### src/rtl/addsub_4bit.sv
// addsub_4bit: 4-bit two's-complement adder/subtractor built as a ripple chain
// of full adders. Provides a combinational result with signed overflow, and
// registered copies of both. A sticky flag remembers any registered overflow
// until the next reset.
module addsub_4bit (
    input  logic       clk,
    input  logic       rst,
    input  logic [3:0] A,
    input  logic [3:0] B,
    input  logic       sub,
    output logic [3:0] Sum,
    output logic       Ovfl,
    output logic [3:0] Sum_q,
    output logic       Ovfl_q,
    output logic       Ovfl_sticky
);

    localparam int unsigned W = 4;

    logic [W-1:0] bx;
    logic [W:0]   carry;
    logic [W-1:0] sum_d;
    logic         ovfl_d;
    logic         sticky_d;

    // Ripple-carry chain; subtraction inverts B and injects sub as carry-in
    always_comb begin
        bx       = B ^ {W{sub}};
        carry    = '0;
        carry[0] = sub;
        sum_d    = '0;
        for (int i = 0; i < int'(W); i++) begin
            sum_d[i]     = A[i] ^ bx[i] ^ carry[i];
            carry[i + 1] = (A[i] & bx[i]) | (carry[i] & (A[i] ^ bx[i]));
        end
        // Signed overflow: carry into and out of the sign bit disagree
        ovfl_d   = carry[W] ^ carry[W-1];
        sticky_d = Ovfl_sticky | ovfl_d;
    end

    assign Sum  = sum_d;
    assign Ovfl = ovfl_d;

    // Pipeline registers; reset wins over a same-cycle overflow
    always_ff @(posedge clk) begin
        if (rst) begin
            Sum_q       <= '0;
            Ovfl_q      <= 1'b0;
            Ovfl_sticky <= 1'b0;
        end else begin
            Sum_q       <= sum_d;
            Ovfl_q      <= ovfl_d;
            Ovfl_sticky <= sticky_d;
        end
    end

endmodule

### config.mk
export PLATFORM = sky130hd
export DESIGN_NAME = addsub_4bit
export DESIGN_NICKNAME = d
export VERILOG_FILES = /design/src/rtl/addsub_4bit.sv
export SDC_FILE = /design/constraint.sdc
export NUM_CORES = 1
export LEC_CHECK = 0
export ABC_AREA = 1
export CORE_AREA = 10 10 47 49
export CTS_BUF_LIST = sky130_fd_sc_hd__clkbuf_4 sky130_fd_sc_hd__clkbuf_8 sky130_fd_sc_hd__clkbuf_16
export CTS_CLUSTER_DIAMETER = 200
export CTS_CLUSTER_SIZE = 20
export DETAILED_ROUTE_END_ITERATION = 12
export DIE_AREA = 0 0 57 59
export DONT_BUFFER_PORTS = 1
export GPL_TIMING_DRIVEN = 0
export PLACE_DENSITY = 0.5
export SLEW_MARGIN = 10
export SYNTH_ARGS = -nofsm -noshare
export SYNTH_HDL_FRONTEND = slang
export SYNTH_SLANG_ARGS = --single-unit
### constraint.sdc
create_clock -name clk -period 1.7 [get_ports clk]
set_clock_uncertainty 0.15 [all_clocks]
set_input_delay 0.17 -clock clk [delete_from_list [all_inputs] [get_ports clk]]
set_output_delay 0.17 -clock clk [all_outputs]
set_load 0.05 [all_outputs]
-- Word level (Yosys, flattened, before mapping)
Index checks and enable logic that the tools add are counted.
- magnitude comparators: 0
- shift-type cells: 0
- bitwise logic cells: 23
- multiply operators: 0
- div/mod/pow operators: 0
- reduce and logical (&&, ||, !) cells: 0
- equal/unequal tests: 0
- add/sub/neg operators: 0
- multiplexer cells: 0
- operators with widths (kind ; count):
    $xor 1x1->1 ; 9
    $and 1x1->1 ; 8
    $or 1x1->1 ; 5
    $xor 4x4->4 ; 1
- bits in latches: 0
- output and inout port bits: 11
- memory bits (read-only): 0
- input bits: 11
- memories kept: 0
- bits in registers: 6
- logic and storage cells: 26
- bits in writable memories: 0

-- Longest topological paths before layout
- word-level depth: 12
- depth in mapped cells: 11
- mapped depth without buffers: 11

-- Worst setup path after synthesis
OpenSTA, ideal clock, no wires.
- path kind: input -> output
- from: input port A[0]
- to: output port Ovfl
- stages on the path: 10
- path slack: -0.432 ns
- arrival: 1.812 ns
- required time: 1.380 ns
- buffers on the path: 0
- cells stage by stage: inv_1 -> nand2_1 -> o21a_1 -> fa_1 -> inv_1 -> fa_1 -> fa_1 -> nand2_1 -> nand2_1 -> inv_1
- cells in the longest elaborated chain, start to end: 10
- elaborated cells between the ends (all ways): 11
- those cells by class: 11 x bitwise
- RTL lines (item ; RTL line ; source):
    from (decl) ; 8 ; input logic [3:0] A,
    $xor 1x1->1 ; 34 ; carry[i + 1] = (A[i] & bx[i]) | (carry[i] & (A[i] ^ bx[i]));
    $and 1x1->1 ; 34 ;
    $or 1x1->1 * ; 34 ;
    $and 1x1->1 * ; 34 ;
    $or 1x1->1 * ; 34 ;
    $and 1x1->1 * ; 34 ;
    $or 1x1->1 * ; 34 ;
    $and 1x1->1 ; 34 ;
    $or 1x1->1 ; 34 ;
    $xor 1x1->1 * ; 37 ; ovfl_d = carry[W] ^ carry[W-1];
    to (decl) ; 12 ; output logic Ovfl,
Every way passes the cells marked *; elsewhere a longest branch is shown, timed or not.

-- Worst setup path after layout
- from: input port A[0]
- to: output port Sum[3]
- cells in the longest elaborated chain, start to end: 8
- elaborated cells between the ends (all ways): 9
- those cells by class: 9 x bitwise
- RTL lines (item ; RTL line ; source):
    $xor 1x1->1 ; 34 ;
    $and 1x1->1 ; 34 ;
    $or 1x1->1 * ; 34 ;
    $and 1x1->1 * ; 34 ;
    $or 1x1->1 * ; 34 ;
    $and 1x1->1 * ; 34 ;
    $or 1x1->1 * ; 34 ;
    $xor 1x1->1 * ; 33 ; sum_d[i] = A[i] ^ bx[i] ^ carry[i];
    to (decl) ; 11 ; output logic [3:0] Sum,
Marks and branches as above.

==> flow_summary.yaml <==
floorplan:
  die_h_um: 59
  dieWidth_um: 57
  die-area_mm2: 0.00336
  initial_core_util_pct: 22.4
  ios: 22
  fp.coreArea_mm2: 0.00140
  num_rows: 14
drt:
  dr.pass1.iters: 2
  viasPerCell: 3.87
  drtIter0Drc: 1
  vias: 271
  totalWireLength_um: 802
  wire_per_inst_um: 11.5
  drc: 0
  antenna_left: 0
worst_hold_path:
  hold_path_class: "in2reg"
timing:
  timing.final.crit_share_pct: 121
  worst_slew_pin_slew_ps: 519
  min_period_ps: 2060
  fin_tns_setup_ps: -721
  drv_slew: 0
  rsz0062_at_grt: "yes"
  setup_viol: 3
  clock.fmax_ghz: 0.484
  max_slew_margin_pct: 65.4
  setup_slack_ps: -365
  hold_viol: 0
grt:
  grt.busiest_layer: "met2"
  grt_pass1_vias: 318
  grt_max_degree: 6
  gr-usage-all-layers_pct: 5.32
  overflow: 0
  grt.met1_usage_pct: 4.65
  gr-usage-met3_pct: 4.29
  antenna_found_initial: 0
  use_met2_pct: 7.60
  grt_pass1_wl_um: 1370
cts:
  cts_tree: "done"
  cts.sinks: 6
  root_buffer: "clkbuf_4"
  clk_pin_slew_ps: 40
  cts.path.max_buffers: 2
  cts_max_level: 1
  insertion_delay_ps: 230
  cts_made_buffers: 3
final_layout:
  syn_to_final_growth_pct: 68.1
  fin_util_pct: 37.7
  nNetsFinal: 70
  layout_commonest_cell: "buf_4"
  final_cell_mix: "buf_4, inv_1, dfxtp_1"
  n_antenna_cell: 0
  final_cell_count_no_fill: 70
  layout-drive-gt1-share_pct: 53.7
place:
  gp_congestion: 0.620
  port_buffers: 0
  placed_cells: 55
setup_path:
  crit_type: "in2out"
  path_cells: "inv_8, nand2_4, o21a_1, fa_2, inv_2, fa_2, fa_2, clkinvlp_4"
  endpoint_kind: "output port"
  worstPathRequired_ps: 1380
  max_stage_delay_ps: 570
  path_max_fanout: 2
  critPathLaunchType: "input port"
  cp_slowest_cell: "fa_2"
  cp.arrival_ps: 1740
  path_common_cell: "fa_2"
run_status:
  violations: "setup timing"
  status: "finished with violations"
power:
  pwr_density_cell_mw_per_mm2: 1180
  power_leakage_uw: 0.000249
  ir_drop_mv: 0.378
synthesis:
  ys_warn_count: 0
  netlist_area_um2: 314
  postSynthRegisterBits: 6
  syn_inst: 39
  avgSynthCellArea_um2: 8.05
  synth-seq-area-share_pct: 38.2
  ys_types: 10
  mappedNetlistNets: 53
job:
  maxCapViolations: 0
[final timing paths]
kind / cells after the start / slack, ps / endpoint / startpoint
setup / recovery: 8 / -360 / Sum[3] / A[0]
hold / removal: 2 / 100 / Sum_q[0] / A[0]
setup reg to reg: 2 / 680 / Ovfl_sticky / Ovfl_sticky
hold reg to reg: 2 / 550 / Ovfl_sticky / Ovfl_sticky
[layout make-up]
cell class                      count  area, µm²
Fill cell                         155        873
Multi-Input combinational cell     20        205
Sequential cell                     6        120
Timing Repair Buffer               12       92.6
Inverter                           13       67.6
Clock buffer                        3       22.5
Tap cell                           16       20.0
[through the flow]
stage / power [µW] / hold WS, ps / area (µm²) / setup WS [ps]
after global routing: 654 / 111 / 528 / -423
after detailed placement: 459 / 89.4 / 373 / -405
after CTS: 618 / 88.2 / 517 / -369
final: 621 / 95.6 / 528 / -365
after global placement: 459 / 91.3 / 373 / -397
after floorplan: 439 / 86.7 / 353 / -343
[cells by family after synthesis]
group,synth area share (%)
AND/OR/NAND/NOR,14.7
XOR/XNOR,8.37
adder cells (fa/ha/maj),19.1
buffers and inverters,15.5
flip-flops,38.2
AO/OA/AOI/OAI,3.98
[state kept, by name, indices dropped and copies added, names as in the netlist]
signal / flops
Sum_q: 4
Ovfl_q: 1
Ovfl_sticky: 1
[worst max-delay path: cells and delay by family]
| kind | cells | cell delay, ps |
|---|---|---|
| compound gates | 1 | 130 |
| fa+ha+maj | 3 | 1100 |
| buf+inv | 3 | 300 |
| simple gates | 1 | 40 |
[cells in the mapped netlist]
| master | number | area, µm² |
|---|---|---|
| fa_1 | 3 | 60.1 |
| nand2_1 | 8 | 30.0 |
| nand3_1 | 1 | 5.00 |
| a21oi_1 | 1 | 5.00 |
| nor2_1 | 3 | 11.3 |
| xnor2_1 | 2 | 17.5 |
| xor2_1 | 1 | 8.76 |
| dfxtp_1 | 6 | 120 |
| inv_1 | 13 | 48.8 |
| o21a_1 | 1 | 7.51 |
[per-layer routing]
layer / wire length (µm) / vias up
li1: - / 138
met5: 0 / -
met3: 118 / 0
met1: 304 / 119
met4: 0 / 0
met2: 379 / 14
[repair_timing]
item / in CTS / in global routing
endpoints found under the hold margin: 6 / 0
buffers inserted: 10 / 2
hold buffers: 1 / 0
gates resized for setup: 7 / 3
setup endpoints to repair: 3 / 4
pin swaps: 1 / 2
[power breakdown]
group | total, µW | internal (µW) | switching (µW) | leakage (µW)
Combinational | 251 | 85.3 | 166 | 0.000185
Sequential | 247 | 163 | 84.4 | 0.0000501
Clock | 122 | 79.3 | 42.8 | 0.0000138
Total | 621 | 327 | 293 | 0.000249
(Power assumes the default switching activity.)
